--- src/rtl/pipe_buffer.sv ---
// Elastic FIFO buffer between two pipeline stages: registered up_ready, synchronous
// flush, optional empty-bypass path and a saturating back-pressure counter.
module pipe_buffer #(
    parameter int WIDTH    = 32,
    parameter int DEPTH    = 2,
    parameter int PASSTHRU = 0,
    parameter int STALL_W  = 16
) (
    input  logic                         clk,
    input  logic                         reset,
    input  logic                         flush,
    input  logic                         up_valid,
    output logic                         up_ready,
    input  logic [WIDTH-1:0]             up_data,
    output logic                         down_valid,
    input  logic                         down_ready,
    output logic [WIDTH-1:0]             down_data,
    output logic [$clog2(DEPTH+1)-1:0]   count,
    output logic [STALL_W-1:0]           stall_count
);

    localparam int PTR_W = $clog2(DEPTH);
    localparam int CNT_W = $clog2(DEPTH+1);
    localparam logic [CNT_W-1:0] FULL = CNT_W'(DEPTH);

    logic [WIDTH-1:0]   mem_q [DEPTH];
    logic [PTR_W-1:0]   wr_ptr_q, wr_ptr_d;
    logic [PTR_W-1:0]   rd_ptr_q, rd_ptr_d;
    logic [CNT_W-1:0]   count_q, count_d;
    logic [STALL_W-1:0] stall_q, stall_d;

    logic empty;
    logic bypass_offer;
    logic bypass;
    logic push;
    logic pop;
    logic push_st;
    logic pop_st;

    assign empty = (count_q == '0);

    // up_ready looks only at local state so the ready chain is cut at every buffer.
    assign up_ready     = !reset && !flush && (count_q != FULL);
    assign bypass_offer = (PASSTHRU != 0) && empty && up_valid && !flush && !reset;
    assign down_valid   = (!empty && !flush && !reset) || bypass_offer;
    assign down_data    = ((PASSTHRU != 0) && empty) ? up_data : mem_q[rd_ptr_q];

    assign push    = up_valid && up_ready;
    assign pop     = down_valid && down_ready;
    assign bypass  = bypass_offer && down_ready;
    assign push_st = push && !bypass;
    assign pop_st  = pop && !empty;

    always_comb begin
        // NOTE: every next-state signal gets a default first so no latch is inferred.
        wr_ptr_d = wr_ptr_q;
        rd_ptr_d = rd_ptr_q;
        count_d  = count_q;
        if (flush) begin
            wr_ptr_d = '0;
            rd_ptr_d = '0;
            count_d  = '0;
        end else begin
            if (push_st) wr_ptr_d = wr_ptr_q + PTR_W'(1);
            if (pop_st)  rd_ptr_d = rd_ptr_q + PTR_W'(1);
            case ({push_st, pop_st})
                2'b10:   count_d = count_q + CNT_W'(1);
                2'b01:   count_d = count_q - CNT_W'(1);
                default: count_d = count_q;
            endcase
        end
    end

    always_comb begin
        stall_d = stall_q;
        if (down_valid && !down_ready && (stall_q != '1)) begin
            stall_d = stall_q + STALL_W'(1);
        end
    end

    // NOTE: sequential state uses non-blocking assignments so all flops update together.
    always_ff @(posedge clk or posedge reset) begin
        if (reset) begin
            wr_ptr_q <= '0;
            rd_ptr_q <= '0;
            count_q  <= '0;
            stall_q  <= '0;
        end else begin
            wr_ptr_q <= wr_ptr_d;
            rd_ptr_q <= rd_ptr_d;
            count_q  <= count_d;
            stall_q  <= stall_d;
        end
    end

    // NOTE: storage has no reset; count gates every read so stale contents are never seen.
    always_ff @(posedge clk) begin
        if (push_st) begin
            mem_q[wr_ptr_q] <= up_data;
        end
    end

    assign count       = count_q;
    assign stall_count = stall_q;

endmodule

--- config.mk ---
export PLATFORM = sky130hd
export DESIGN_NAME = pipe_buffer
export DESIGN_NICKNAME = d
export VERILOG_FILES = /design/src/rtl/pipe_buffer.sv
export SDC_FILE = /design/constraint.sdc
export NUM_CORES = 1
export LEC_CHECK = 0
export CAP_MARGIN = 25
export CORE_UTILIZATION = 40
export DETAILED_ROUTE_END_ITERATION = 12
export PLACE_DENSITY_LB_ADDON = 0.12
export SLEW_MARGIN = 15
export SYNTH_ARGS = -nofsm -noshare
export SYNTH_HDL_FRONTEND = slang
export SYNTH_SLANG_ARGS = --single-unit
--- constraint.sdc ---
create_clock -name clk -period 2.2 [get_ports clk]
set_input_delay 0.22 -clock clk [delete_from_list [all_inputs] [get_ports clk]]
set_output_delay 0.22 -clock clk [all_outputs]
set_load 0.01 [all_outputs]
== Word level (Yosys, flattened, before mapping) ==
Memories as Yosys holds them, arrays and structs flattened.
Cells that the tools add are included.

* Register bits after elaboration: 20
* Bits in writable memories: 64
* Bits of input ports: 37
* Output and inout port bits: 52
* Logic and storage cells: 39
* Memories: 1

{| class="wikitable"
|+ Memories
! name !! depth !! width !! read ports !! clocked after Yosys merged registers in !! write ports !! RTL line !! source
|-
| mem_q || 2 || 32 || 1 || 0 || 1 || 26 || <nowiki>logic [WIDTH-1:0] mem_q [DEPTH];</nowiki>
|}

* Add/subtract/negate cells: 5
* Equal/unequal tests: 4
* Muxes and demuxes: 8
* Reductions and logical operators: 17

{| class="wikitable"
|+ Operators by type and width
! kind !! number
|-
| $add 16x1->16 const B || 1
|-
| $ne 16x16->1 const B || 1
|-
| $logic_and 1x1->1 || 9
|-
| $mux 1 || 6
|-
| $logic_not 1->1 || 4
|-
| $pmux 2 s2 || 1
|-
| $reduce_bool 2->1 || 2
|-
| $reduce_bool 3->1 || 1
|-
| $add 1x1->1 const B || 2
|-
| $add 2x1->2 const B || 1
|-
| $eq 2x1->1 const B || 1
|-
| $eq 2x2->1 const B || 1
|-
| $logic_not 2->1 || 1
|-
| $mux 2 || 1
|-
| $ne 2x2->1 const B || 1
|-
| $sub 2x1->2 const B || 1
|}

== Logic depth before layout (Yosys ltp) ==
* Depth in word-level cells: 9
* Gate-level depth with buffers: 5
* Depth with buffers taken out: 5

== Least setup slack after synthesis ==
Ideal clock, no wire load.

* Path type: register -> register
* From: register count_q[0], in the netlist count[0]
* To: memory mem_q[0][0] (enable)
* Arrival time: 2.087 ns
* Data required time: 1.779 ns
* Path slack: -0.308 ns
* Stages on the path, launching flop included: 4
* Period minus slack after synthesis: 2.508 ns
* Cell sequence: dfrtp_1 nand2b_1 nand3_1 nor2_1

* Word-level cells in the longest chain between the ends: 5

{| class="wikitable"
|+ Ends and longest elaborated chain
! element !! RTL line !! source
|-
| start, declared || 29 || <nowiki>logic [CNT_W-1:0] count_q, count_d;</nowiki>
|-
| start signal, assigned || 91 || <nowiki>count_q <= count_d;</nowiki>
|-
| $ne 2x2->1 || 43 || <nowiki>assign up_ready = !reset && !flush && (count_q != FULL);</nowiki>
|-
| $logic_and 1x1->1 || 43 ||
|-
| $logic_and 1x1->1 || 48 || <nowiki>assign push = up_valid && up_ready;</nowiki>
|-
| $mux 1 || 98 || <nowiki>if (push_st) begin</nowiki>
|-
| $mux 1 (implied by the code) || 99 || <nowiki>mem_q[wr_ptr_q] <= up_data;</nowiki>
|-
| end, declared || 26 ||
|}

Every way passes these cells.

== Final worst setup path ==
* From: register rd_ptr_q
* To: output down_data[30]

* Word-level cells in the longest chain between the ends: 1

{| class="wikitable"
|+ Ends and longest elaborated chain
! element !! RTL line !! source
|-
| start, declared || 28 || <nowiki>logic [PTR_W-1:0] rd_ptr_q, rd_ptr_d;</nowiki>
|-
| start signal, assigned || 90 || <nowiki>rd_ptr_q <= rd_ptr_d;</nowiki>
|-
| $mem_v2 2x32 || n/a ||
|-
| end, declared || 17 || <nowiki>output logic [WIDTH-1:0] down_data,</nowiki>
|}

Every way passes these cells.

==> impl_metrics.csv <==
group,metric,value,unit
run_status,outcome,"complete, no violations",
worst_hold_path,hold_class,"primary input to async pin",
pwr,power_density,707,nW/um2
timing,finClkSkew,0.0104,ns
pwr,internal_power,2.67,mW
placed_design,io_buffer_count,88,
cts,cts.path.max_buffers,2,
global_routing,grt_overflow,0,
synthesis,ys_seq_area_frac,0.700,
placed_design,gp_congestion,0.841,
worst_setup_path,crit_path_cell_trace,"buf_12 > mux2_2 > clkdlybuf4s50_1",
global_routing,grt_max_degree,33,
worst_setup_path,ff2ff_path_depth,4,
global_routing,grt_pass1_wl,10400,um
cts,cts_resized,0,
synthesis,synth_area,3460,um2
finish,drive_gt1_frac,0.220,
global_routing,grt_usage,0.155,
die,start_util,0.417,
cts,numClockSinks,84,
cts,root_buffer,"clkbuf_8",
timing,setup_viol,0,
global_routing,grt_pass1_vias,2163,
cts,htreeDepth,3,
timing,final_hold_viol_count,0,
die,die_h,95.0,um
synthesis,yosysTopAreaCell,"edfxtp_1",
die,die_area,9030,um2
detailed_routing,wl_per_cell,15.1,um
worst_setup_path,r2r_slack,0.34,ns
timing,slew_violations,0,
finish,fin_nets,356,
detailed_routing,finalWirelength,6460,um
cts,cts_tree,"built",
finish,final_cell_area,4790,um2
timing,finalSetupTns,0,ns
synthesis,yosys.cell_types.count,36,
worst_setup_path,worst_path_largest_cell_delay,0.49,ns
synthesis,yosys_warnings,0,
synthesis,synth-xor-area-share,0.0329,
timing,setup_ws,0.192,ns
die,die_width,95.0,um
pwr,vdd_drop_max,0.363,mV
finish,antenna_cells,0,
worst_setup_path,cp.required,1.98,ns
synthesis,synth_ff_type,"edfxtp_1",
worst_setup_path,path_delay_family,"buffers and inverters",
detailed_routing,ant_nets,0,
timing,finalCritPeriodShare,0.913,
synthesis,synth_adder_area_share,0.00361,
timing,fmax,498,MHz
cts,ctsHoldBuffers,0,
detailed_routing,dr_total_vias,2178,
timing,maxSlewHeadroom,0.732,
synthesis,synthSimpleGateAreaFrac,0.114,
worst_setup_path,crit_type,"flip-flop to output port",
cts,clkTransAtPathRegs,0.08,ns
synthesis,synth_top_area_share,0.555,
placed_design,place_area,4560,um2
synthesis,synth.area.top_cells,"edfxtp_1, dfrtp_1, mux2_2",
job,maxCapViolCount,0,
synthesis,synth_nets,254,
detailed_routing,dr.first_iter.drc_count,77,
worst_setup_path,critPathArrivalTime,1.79,ns
die,rows,33,
worst_setup_path,slowest_stage,"clkdlybuf4s50_1",
worst_setup_path,start_kind,"flip-flop",
cts,numCtsBuffers,9,
synthesis,synth.most_common_cell,"edfxtp_1",
timing,fin_hold_ws,0.254,ns
synthesis,synth_commonest_cells,"edfxtp_1, mux2_2, dfrtp_1",
die,io_pins,89,
finish,area_growth,38.4,%
detailed_routing,drc,0,
synthesis,synth_top_family_by_area,"multiplexers",
cts,post-cts-setup-buffers,0,
global_routing,antenna_found_initial,0,
pwr,p_comb_frac,0.099,
cts,clk_latency,0.34,ns
synthesis,synth_edf_count,64,
worst_setup_path,path_depth,3,
synthesis,synthMuxAreaShare,0.120,
worst_setup_path,path_buf_inv,2,
detailed_routing,first_pass_iters,4,
die,fp.coreArea,8300,um2
synthesis,synthCells,216,
pwr,p_clk_frac,0.369,
placed_design,dp_hpwl,4370,um
pwr,p_leak,1.73,nW
pwr,power_frac_seq,0.532,
detailed_routing,viasPerCell,5.09,
pwr,swShare,0.212,
synthesis,postSynthAreaPerCell,16.0,um2
synthesis,synth_compound_area_frac,0.0155,
worst_setup_path,cp-end-kind,"output port",
placed_design,post-place-ws,0.154,ns
synthesis,synthArstFlopShare,0.238,
timing,tightest_slew,0.399,ns
pwr,p_switching,0.717,mW
timing,min_period,2.01,ns
timing,rsz0062_at_grt,"false",
worst_setup_path,crit_fanout,26,
synthesis,ys_seq_elements,84,
-- metal layers --
metal,up-vias,GRT usage,wire length [um]
met2,60,0.240,3060
met5,-,0,0
met1,1081,0.202,2920
met3,9,0.0486,360
met4,0,0.0669,112
li1,1028,-,-
-- tightest hold or removal path, stage by stage --
cell and delay (ns):
clkdlybuf4s50_1 0.42, buf_4 0.16, inv_1 0.16
-- power groups by stage --
stage / sequential, mW / clock, mW / combinational, mW
floorplan: 1.84 / 0 / 0.119
detailed placement: 1.84 / 0 / 0.336
global placement: 1.84 / 0 / 0.333
finish: 1.80 / 1.25 / 0.333
CTS: 1.80 / 1.29 / 0.339
global route: 1.81 / 1.38 / 0.359
-- flip-flops by register name (all words and copies together), names as in the netlist --
signal	flops
mem_q	64
rd_ptr_q	1
stall_count	16
count	2
wr_ptr_q	1
-- placed cells by master (no fill, tap or decap), types with 2 or more instances in the layout --
| cell | Yosys | layout |
|---|---|---|
| a21oi_1 | 4 | 4 |
| and2_1 | 2 | 2 |
| and3_1 | 3 | 2 |
| and4_1 | 2 | 2 |
| buf_12 | 0 | 3 |
| buf_4 | 0 | 8 |
| bufinv_16 | 0 | 2 |
| clkbuf_8 | 0 | 11 |
| clkdlybuf4s50_1 | 0 | 88 |
| dfrtp_1 | 20 | 20 |
| edfxtp_1 | 64 | 64 |
| mux2_2 | 35 | 35 |
| nand2_1 | 6 | 6 |
| nand2b_1 | 2 | 2 |
| nand3_1 | 10 | 10 |
| nand4_1 | 8 | 8 |
| nor2_1 | 11 | 10 |
| nor3_1 | 7 | 7 |
| nor4_4 | 2 | 2 |
| o21ai_0 | 2 | 2 |
| or2_2 | 2 | 2 |
| xnor2_1 | 5 | 5 |
| xor2_1 | 8 | 8 |
-- final timing paths --
kind                                             startpoint                     endpoint
worst max register to register         count[0]$_DFFE_PP0P_  stall_count[15]$_DFFE_PP0P_
min in group clk                                up_data[19]       mem_q[0][19]$_DFFE_PP_
worst max-delay path                   rd_ptr_q$_DFFE_PP0P_                down_data[30]
worst min-delay path                                  reset         count[0]$_DFFE_PP0P_
max in group asynchronous                             reset  stall_count[15]$_DFFE_PP0P_
worst min register to register  stall_count[14]$_DFFE_PP0P_  stall_count[14]$_DFFE_PP0P_
-- cell families after synthesis --
family | count (synthesis)
fa+ha+maj | 1
flops | 84
simple gates | 63
compound gates | 9
mux | 37
xor+xnor | 13
buf+inv | 9
-- final cells by class --
class | instances | area (um2)
inverters | 1 | 3.75
flip-flops and latches | 84 | 2420
clock buffers | 11 | 151
multi-input cells | 123 | 998
clock inverters | 5 | 82.6
well taps | 105 | 131
fillers | 697 | 3510
repair buffers | 99 | 1000
-- through the flow --
stage | utilization | std cells | total power, mW
5_1_grt | 0.577 | 428 | 3.54
3_3_place_gp | 0.549 | 412 | 2.17
3_5_place_dp | 0.549 | 412 | 2.17
6_report | 0.577 | 428 | 3.38
4_1_cts | 0.577 | 428 | 3.44
2_1_floorplan | - | 216 | 1.96
Power figures use the tool's default switching activity.
